==> config.mk <==
export PLATFORM = sky130hd
export DESIGN_NAME = encrypt_flat
export DESIGN_NICKNAME = d
export VERILOG_FILES = /design/src/rtl/lwe_pkg.sv /design/src/rtl/encrypt_if.sv /design/src/rtl/encrypt_acc_bank.sv /design/src/rtl/encrypt.sv /design/src/flat_wrapper.sv
export SDC_FILE = /design/constraint.sdc
export NUM_CORES = 1
export LEC_CHECK = 0
export CAP_MARGIN = 20
export CORE_MARGIN = 4
export CORE_UTILIZATION = 49
export CTS_BUF_LIST = sky130_fd_sc_hd__clkbuf_8
export CTS_CLUSTER_SIZE = 12
export DETAILED_ROUTE_END_ITERATION = 16
export PLACE_DENSITY = 0.7
export SYNTH_ARGS = -nofsm -noshare
export SYNTH_HDL_FRONTEND = slang
export SYNTH_SLANG_ARGS = --single-unit
==> constraint.sdc <==
create_clock -name clk -period 2 [get_ports clk]
set_input_delay 0.2 -clock clk [delete_from_list [all_inputs] [get_ports clk]]
set_output_delay 0.2 -clock clk [all_outputs]
set_load 0.01 [all_outputs]
==> src/rtl/lwe_pkg.sv <==
// ============================================================================
// Module  : lwe_pkg
// Purpose : Shared definitions for the LWE encrypt datapath: plaintext
//           scaling factor, counter widths and FSM state encoding.
// Ports   : none (package)
// Revision: 1.0 - initial release
// ============================================================================
`default_nettype none

package lwe_pkg;

    // Scaling factor that lifts a plaintext symbol into the ciphertext ring.
    function automatic int calc_delta(input int q, input int p);
        return q / p;
    endfunction

    // Width of a column counter that must reach DIMENSION inclusive.
    function automatic int calc_col_w(input int dimension);
        return (dimension > 0) ? $clog2(dimension + 1) : 1;
    endfunction

    // Width of a row counter that must reach BIG_N-1.
    function automatic int calc_row_w(input int big_n);
        return (big_n > 1) ? $clog2(big_n) : 1;
    endfunction

    // Values for the default parameter set.
    localparam int DELTA = calc_delta(1024, 64);
    localparam int COL_W = calc_col_w(10);
    localparam int ROW_W = calc_row_w(30);

    // FSM state encoding.
    localparam int          STATE_W   = 2;
    localparam logic [1:0]  ST_IDLE   = 2'd0;
    localparam logic [1:0]  ST_ACCUM  = 2'd1;
    localparam logic [1:0]  ST_OUTPUT = 2'd2;

endpackage

`default_nettype wire

==> src/rtl/encrypt_if.sv <==
// ============================================================================
// Module  : encrypt_if
// Purpose : Streaming bus of the encrypt engine: public-key input stream
//           with per-row selection bit, and ciphertext output stream.
// Signals : pk_valid/pk_ready/pk_entry/rand_bit  - public-key stream
//           ct_valid/ct_ready/ct_entry/ct_index/ct_last - ciphertext stream
// Modports: master - system side (drives key stream, sinks ciphertext)
//           slave  - encrypt engine
// Revision: 1.0 - initial release
// ============================================================================
`default_nettype none

interface encrypt_if #(
    parameter int CIPHERTEXT_WIDTH = 10,
    parameter int DIMENSION        = 10
);
    import lwe_pkg::*;

    logic                        pk_valid;
    logic                        pk_ready;
    logic [CIPHERTEXT_WIDTH-1:0] pk_entry;
    logic                        rand_bit;

    logic                        ct_valid;
    logic                        ct_ready;
    logic [CIPHERTEXT_WIDTH-1:0] ct_entry;
    logic [DIMENSION:0]          ct_index;
    logic                        ct_last;

    modport master (
        output pk_valid, pk_entry, rand_bit, ct_ready,
        input  pk_ready, ct_valid, ct_entry, ct_index, ct_last
    );

    modport slave (
        input  pk_valid, pk_entry, rand_bit, ct_ready,
        output pk_ready, ct_valid, ct_entry, ct_index, ct_last
    );

endinterface

`default_nettype wire

==> src/rtl/encrypt_acc_bank.sv <==
// ============================================================================
// Module  : encrypt_acc_bank
// Purpose : DEPTH accumulator registers. init loads init_val into entry 0
//           and clears the rest; add_en adds add_val (mod 2^WIDTH) into the
//           entry at add_idx; rd_idx selects the entry driven on rd_data.
// Ports   : clk, rst_n (sync active-low), init, init_val, add_en, add_idx,
//           add_val, rd_idx, rd_data
// Revision: 1.0 - initial release
// ============================================================================
`default_nettype none

module encrypt_acc_bank #(
    parameter int WIDTH = 10,
    parameter int DEPTH = 11,
    parameter int IDX_W = 4
) (
    input  wire logic             clk,
    input  wire logic             rst_n,
    input  wire logic             init,
    input  wire logic [WIDTH-1:0] init_val,
    input  wire logic             add_en,
    input  wire logic [IDX_W-1:0] add_idx,
    input  wire logic [WIDTH-1:0] add_val,
    input  wire logic [IDX_W-1:0] rd_idx,
    output logic      [WIDTH-1:0] rd_data
);

    logic [WIDTH-1:0] r_acc [DEPTH];

    always_ff @(posedge clk) begin
        if (!rst_n) begin
            for (int i = 0; i < DEPTH; i++) begin
                r_acc[i] <= '0;
            end
        end else if (init) begin
            for (int i = 0; i < DEPTH; i++) begin
                if (i == 0) begin
                    r_acc[i] <= init_val;
                end else begin
                    r_acc[i] <= '0;
                end
            end
        end else if (add_en) begin
            for (int i = 0; i < DEPTH; i++) begin
                if (add_idx == IDX_W'(i)) begin
                    // Truncating add gives the mod-2^WIDTH reduction for free.
                    r_acc[i] <= r_acc[i] + add_val;
                end
            end
        end
    end

    always_comb begin
        rd_data = '0;
        for (int i = 0; i < DEPTH; i++) begin
            if (rd_idx == IDX_W'(i)) begin
                rd_data = r_acc[i];
            end
        end
    end

endmodule

`default_nettype wire

==> src/rtl/encrypt.sv <==
// ============================================================================
// Module  : encrypt
// Purpose : Regev/LWE encryption engine. Streams a BIG_N x (DIMENSION+1)
//           public key row-major, sums the rows whose selection bit is set
//           mod q, adds m*DELTA to column 0, then streams the DIMENSION+1
//           ciphertext entries out with a valid/ready handshake.
// Ports   : clk, rst_n (sync active-low), start, plaintext, busy, done,
//           bus (encrypt_if.slave: pk_* key stream, ct_* ciphertext stream)
// Revision: 1.0 - initial release
// ============================================================================
`default_nettype none

module encrypt
    import lwe_pkg::*;
#(
    parameter int PLAINTEXT_MODULUS  = 64,
    parameter int PLAINTEXT_WIDTH    = 6,
    parameter int CIPHERTEXT_MODULUS = 1024,
    parameter int CIPHERTEXT_WIDTH   = 10,
    parameter int DIMENSION          = 10,
    parameter int BIG_N              = 30
) (
    input  wire logic                       clk,
    input  wire logic                       rst_n,
    input  wire logic                       start,
    input  wire logic [PLAINTEXT_WIDTH-1:0] plaintext,
    output logic                            busy,
    output logic                            done,
    encrypt_if.slave                        bus
);

    localparam int COL_W_P = calc_col_w(DIMENSION);
    localparam int ROW_W_P = calc_row_w(BIG_N);
    localparam int PAD_W   = DIMENSION + 1 - COL_W_P;
    localparam logic [CIPHERTEXT_WIDTH-1:0] C_DELTA =
        CIPHERTEXT_WIDTH'(calc_delta(CIPHERTEXT_MODULUS, PLAINTEXT_MODULUS));
    localparam logic [COL_W_P-1:0] C_COL_LAST = COL_W_P'(DIMENSION);
    localparam logic [ROW_W_P-1:0] C_ROW_LAST = ROW_W_P'(BIG_N - 1);

    logic [STATE_W-1:0]          r_state;
    logic [ROW_W_P-1:0]          r_row;
    logic [COL_W_P-1:0]          r_col;
    logic                        r_rsel;
    logic [COL_W_P-1:0]          r_ct_idx;
    logic                        r_done;

    logic                        w_start_go;
    logic                        w_pk_fire;
    logic                        w_eff_bit;
    logic                        w_col_last;
    logic                        w_row_last;
    logic                        w_ct_fire;
    logic                        w_ct_last;
    logic [CIPHERTEXT_WIDTH-1:0] w_scaled;
    logic [CIPHERTEXT_WIDTH-1:0] w_rd_data;

    assign w_start_go = (r_state == ST_IDLE) && start;
    assign w_pk_fire  = (r_state == ST_ACCUM) && bus.pk_valid;
    // The column-0 beat carries the live selection bit; later beats of the
    // same row reuse the latched copy so mid-row toggles are ignored.
    assign w_eff_bit  = (r_col == '0) ? bus.rand_bit : r_rsel;
    assign w_col_last = (r_col == C_COL_LAST);
    assign w_row_last = (r_row == C_ROW_LAST);
    assign w_ct_fire  = (r_state == ST_OUTPUT) && bus.ct_ready;
    assign w_ct_last  = (r_state == ST_OUTPUT) && (r_ct_idx == C_COL_LAST);
    assign w_scaled   = CIPHERTEXT_WIDTH'(plaintext) * C_DELTA;

    always_ff @(posedge clk) begin
        if (!rst_n) begin
            r_state  <= ST_IDLE;
            r_row    <= '0;
            r_col    <= '0;
            r_rsel   <= 1'b0;
            r_ct_idx <= '0;
            r_done   <= 1'b0;
        end else begin
            r_done <= 1'b0;
            case (r_state)
                ST_IDLE: begin
                    if (start) begin
                        r_row    <= '0;
                        r_col    <= '0;
                        r_rsel   <= 1'b0;
                        r_ct_idx <= '0;
                        r_state  <= ST_ACCUM;
                    end
                end
                ST_ACCUM: begin
                    if (bus.pk_valid) begin
                        if (r_col == '0) begin
                            r_rsel <= bus.rand_bit;
                        end
                        if (w_col_last) begin
                            r_col <= '0;
                            if (w_row_last) begin
                                r_state <= ST_OUTPUT;
                            end else begin
                                r_row <= r_row + 1'b1;
                            end
                        end else begin
                            r_col <= r_col + 1'b1;
                        end
                    end
                end
                ST_OUTPUT: begin
                    if (bus.ct_ready) begin
                        if (w_ct_last) begin
                            r_ct_idx <= '0;
                            r_done   <= 1'b1;
                            r_state  <= ST_IDLE;
                        end else begin
                            r_ct_idx <= r_ct_idx + 1'b1;
                        end
                    end
                end
                default: begin
                    r_state <= ST_IDLE;
                end
            endcase
        end
    end

    encrypt_acc_bank #(
        .WIDTH (CIPHERTEXT_WIDTH),
        .DEPTH (DIMENSION + 1),
        .IDX_W (COL_W_P)
    ) u_acc_bank (
        .clk      (clk),
        .rst_n    (rst_n),
        .init     (w_start_go),
        .init_val (w_scaled),
        .add_en   (w_pk_fire && w_eff_bit),
        .add_idx  (r_col),
        .add_val  (bus.pk_entry),
        .rd_idx   (r_ct_idx),
        .rd_data  (w_rd_data)
    );

    assign busy         = (r_state != ST_IDLE);
    assign done         = r_done;
    assign bus.pk_ready = (r_state == ST_ACCUM);
    assign bus.ct_valid = (r_state == ST_OUTPUT);
    assign bus.ct_entry = (r_state == ST_OUTPUT) ? w_rd_data : '0;
    assign bus.ct_index = {{PAD_W{1'b0}}, r_ct_idx};
    assign bus.ct_last  = w_ct_last;

    // Handshake fires only in OUTPUT; kept for readability of the FSM above.
    logic w_unused;
    assign w_unused = w_ct_fire;

endmodule

`default_nettype wire

==> src/flat_wrapper.sv <==
// flat-port wrapper written by rule: the top's interface ports become plain ports
module encrypt_flat import lwe_pkg::*;
#(
    parameter int PLAINTEXT_MODULUS  = 64,
    parameter int PLAINTEXT_WIDTH    = 6,
    parameter int CIPHERTEXT_MODULUS = 1024,
    parameter int CIPHERTEXT_WIDTH   = 10,
    parameter int DIMENSION          = 10,
    parameter int BIG_N              = 30
)
  (clk, rst_n, start, plaintext, busy, done, bus_pk_valid, bus_pk_entry, bus_rand_bit, bus_ct_ready, bus_pk_ready, bus_ct_valid, bus_ct_entry, bus_ct_index, bus_ct_last);
  encrypt_if #(.CIPHERTEXT_WIDTH(CIPHERTEXT_WIDTH), .DIMENSION(DIMENSION)) bus_i ();
  input  wire logic clk;
  input  wire logic rst_n;
  input  wire logic start;
  input  wire logic [PLAINTEXT_WIDTH-1:0] plaintext;
  output logic busy;
  output logic done;
  input wire logic [$bits(bus_i.pk_valid)-1:0] bus_pk_valid;
  input wire logic [$bits(bus_i.pk_entry)-1:0] bus_pk_entry;
  input wire logic [$bits(bus_i.rand_bit)-1:0] bus_rand_bit;
  input wire logic [$bits(bus_i.ct_ready)-1:0] bus_ct_ready;
  output wire logic [$bits(bus_i.pk_ready)-1:0] bus_pk_ready;
  output wire logic [$bits(bus_i.ct_valid)-1:0] bus_ct_valid;
  output wire logic [$bits(bus_i.ct_entry)-1:0] bus_ct_entry;
  output wire logic [$bits(bus_i.ct_index)-1:0] bus_ct_index;
  output wire logic [$bits(bus_i.ct_last)-1:0] bus_ct_last;
  assign bus_i.pk_valid = bus_pk_valid;
  assign bus_i.pk_entry = bus_pk_entry;
  assign bus_i.rand_bit = bus_rand_bit;
  assign bus_i.ct_ready = bus_ct_ready;
  assign bus_pk_ready = bus_i.pk_ready;
  assign bus_ct_valid = bus_i.ct_valid;
  assign bus_ct_entry = bus_i.ct_entry;
  assign bus_ct_index = bus_i.ct_index;
  assign bus_ct_last = bus_i.ct_last;
  encrypt #(.PLAINTEXT_MODULUS(PLAINTEXT_MODULUS), .PLAINTEXT_WIDTH(PLAINTEXT_WIDTH), .CIPHERTEXT_MODULUS(CIPHERTEXT_MODULUS), .CIPHERTEXT_WIDTH(CIPHERTEXT_WIDTH), .DIMENSION(DIMENSION), .BIG_N(BIG_N)) u_core (.clk(clk), .rst_n(rst_n), .start(start), .plaintext(plaintext), .busy(busy), .done(done), .bus(bus_i));
endmodule
==> impl_metrics.csv <==
group,metric,value,unit
run_status,run_status,"complete, but fails checks",
run_status,failed_checks,"negative setup slack",
sta,fin_tns_setup,-5.89,ns
global_route,grt_first_pass_wirelength,51900,um
synthesis,yosysWarnings,0,
routing,initialDrtViolationCount,690,
global_route,gr-total-overflow,0,
routing,drtPass1Iterations,5,
floorplanning,floorplan.io_pins,48,
critical_path,timing.critical_path.arrival,2.42,ns
floorplanning,placementRows,53,
synthesis,ys.flop_type,"sky130_fd_sc_hd__edfxtp_1",
clock_network,inserted_clock_buffers,17,
synthesis,synth.area.top_cells,"sky130_fd_sc_hd__edfxtp_1 32%, sky130_fd_sc_hd__ha_1 13%, sky130_fd_sc_hd__nor2_1 5.2%",
clock_network,hold_buffers_post_cts,0,
critical_path,cp_slowest_cell,"sky130_fd_sc_hd__dfxtp_4",
critical_path,worstPathCellList,"inv_4 > ha_4 > buf_16 > a32oi_1 > o22ai_2 > a31oi_4 > o221ai_1 > buf_2",
finish,final_core_utilization,0.701,
routing,drt-vias-per-instance,5.97,
clock_network,clockBufferDepth,2,
power_and_ir_drop,peakVddDrop,0.423,mV
sta,hold-worst-slack,0.349,ns
synthesis,synth_area,10500,um2
critical_path,path_class,"register to output port",
sta,skew_final,0.0132,ns
synthesis,postSynthAreaPerCell,9.00,um2
place,place.detailed.instances,1680,
sta,postLayoutSetupSlackWorst,-0.622,ns
finish,layout_cells_sized_above_1,0.351,
sta,final_max_slew_viol_count,0,
worst_hold_path,hold_path.class,"input port to register",
synthesis,top_cell_type_s_share_of_synthesized_area,0.316,
critical_path,cp_max_fo,6,
clock_network,tritoncts,"built",
finish,layoutNonFillerInstCount,1759,
floorplanning,die_w,154,um
synthesis,flops_latches_synth,127,
floorplanning,design.die.area,23700,um2
clock_network,cts_root_buf,"sky130_fd_sc_hd__clkbuf_8",
sta,setup_viol,12,
power_and_ir_drop,p_leak,0.00616,uW
sta,max_clock_freq,381,MHz
floorplanning,fp.dieH,154,um
clock_network,worst_setup_hold_path_clk_slew,0.09,ns
place,gp_routability_congestion,0.959,
critical_path,cp_startpoint_kind,"register",
clock_network,cts.htree.levels,4,
sta,unrepaired_setup_endpoints_after_global_routing,"true",
synthesis,async_reset_ff_frac,0,
power_and_ir_drop,power-per-cell-area,532,nW/um2
sta,report.final.hold_viol_count,0,
critical_path,critical_path.top_delay_family,"compound AO/OA/AOI/OAI gates",
floorplanning,initial_utilization,0.497,
critical_path,cpPeakStageDelay,0.42,ns
synthesis,synth.most_common_cell,"sky130_fd_sc_hd__nor2_1",
clock_network,clock-sinks,127,
place,hpwlAfterDp,23700,um
routing,num_vias,10500,
place,io_buffer_count,40,
clock_network,insertion_delay,0.48,ns
finish,final_nets,1609,
global_route,vias_in_the_first_global_route,10000,
critical_path,cp-end-kind,"output port",
synthesis,number_of_synthesized_flops_with_an_enable_pin,110,
routing,post_drt_wl_per_cell,19.9,um
finish,antenna_cells,0,
synthesis,synth.yosys.seq_area_share,0.349,
routing,post-route-drc-count,0,
floorplanning,core_area,21000,um2
global_route,grt_start_max_net_pins,21,
finish,layout_fillers,1509,
job,drv_cap,0,
synthesis,synth.distinct_cells,69,
sta,finalCriticalPeriod,2.62,ns
synthesis,synth_largest_area_cell,"sky130_fd_sc_hd__edfxtp_1",
finish,area_growth,41.0,%
sta,timing.final.crit_share,1.31,
routing,drt.antenna.violating_nets,0,
synthesis,most_instantiated_cells_after_synthesis,"146 x sky130_fd_sc_hd__nor2_1, 110 x sky130_fd_sc_hd__edfxtp_1, 105 x sky130_fd_sc_hd__ha_1",
synthesis,synthesis.instances,1161,
global_route,antenna_found_initial,0,
global_route,grt_usage,0.274,
critical_path,critical_path.n_buffers_inverters,3,
critical_path,critical_path_required,1.80,ns
routing,drt-total-wl,35000,um
[layer usage]
metal / up-vias / part of all wire / track usage
li1: 4928 / - / -
met1: 5032 / 0.41 / 0.361
met2: 455 / 0.48 / 0.445
met3: 91 / 0.074 / 0.0515
met4: 0 / 0.043 / 0.109
met5: - / 0 / 0
[stage by stage]
stage,power [uW],instance area (um2),setup WS [ns]
floorplan,4380,10500,-0.0163
global placement,5240,13100,-0.607
detailed placement,5280,13100,-0.640
CTS,7610,14000,-0.459
global route,8180,14700,-0.705
finish,7830,14700,-0.622
[worst reg2reg max path, cell delays in order (launching register included)]
cell	delay (ns)
sky130_fd_sc_hd__edfxtp_1	0.41
sky130_fd_sc_hd__ha_2	0.20
sky130_fd_sc_hd__inv_2	0.06
sky130_fd_sc_hd__fa_2	0.20
sky130_fd_sc_hd__nor2b_2	0.05
sky130_fd_sc_hd__o31a_1	0.28
sky130_fd_sc_hd__o41ai_2	0.25
sky130_fd_sc_hd__mux2_2	0.38
sky130_fd_sc_hd__a21oi_2	0.13
[cells by family (layout without fill, tap and decap cells)]
| kind of cell | after synthesis | after routing | synth area share |
|---|---|---|---|
| xor gates and xnor gates | 56 | 56 | 0.0469 |
| adders and majority gates | 116 | 116 | 0.147 |
| muxes | 4 | 4 | 0.00395 |
| other | 1 | 7 | 0.000359 |
| AOI/OAI and AO/OA | 326 | 326 | 0.205 |
| and+or+nand+nor | 443 | 445 | 0.210 |
| DFF | 127 | 127 | 0.349 |
| buffers and inverters | 88 | 403 | 0.0378 |
[repair_timing]
item,CTS,global route
endpoints found under the hold margin,0,0
cloned,3,2
setup buffers,14,30
pin swaps,28,64
gates resized for setup,154,113
setup endpoints to repair,34,51
[layout make-up]
class	count	area (um2)	share of cell area
Timing Repair Buffer	333	2950	0.200
Sequential cell	127	3650	0.248
Inverter	38	149	0.0101
Multi-Input combinational cell	954	7240	0.492
Tap cell	275	344	0.0233
Clock buffer	17	234	0.0159
Clock inverter	15	163	0.0110
[worst paths after layout]
check                                 from                       endpoint  cells past startpoint  slack (ns)
min reg2reg                  u_core.r_rsel                  u_core.r_rsel                      2        0.49
max reg2reg  u_core.u_acc_bank.r_acc[0][0]  u_core.u_acc_bank.r_acc[0][8]                      8       -0.09
min                           bus_ct_ready                    u_core.done                      2        0.35
max                     u_core.r_ct_idx[0]                bus_ct_entry[7]                      8       -0.62
[cell usage in the layout, fill, tap and decap left out, drive strengths merged, types with 10 or more instances in the layout]
cell           instances
nor2                 146
xor2                  34
o21a                  38
nand3                 25
nand2b                22
edfxtp               110
nor3b                 10
nand2                 76
nor2b                 36
buf                  301
ha                   105
inv                   40
xnor2                 22
a31oi                 10
nor3                  66
clkdlybuf4s50         24
fa                    11
dfxtp                 17
o31a                  11
clkbuf                20
a211oi                21
or3                   12
a21oi                 77
or2                   15
o211ai                21
o22ai                 15
o21ai                 68
[sequential cells by signal, indices dropped and copies added, names as in the netlist]
signal / cells
u_core.done: 1
u_core.r_col: 4
u_core.r_ct_idx: 4
u_core.r_row: 5
u_core.r_rsel: 1
u_core.r_state: 2
u_core.u_acc_bank.r_acc: 110
[power by group]
group | internal (uW) | switching, uW
Clock | 1120 | 1210
Sequential | 3030 | 140
Combinational | 1170 | 1170
No activity file was read; power rests on OpenSTA's default activity.
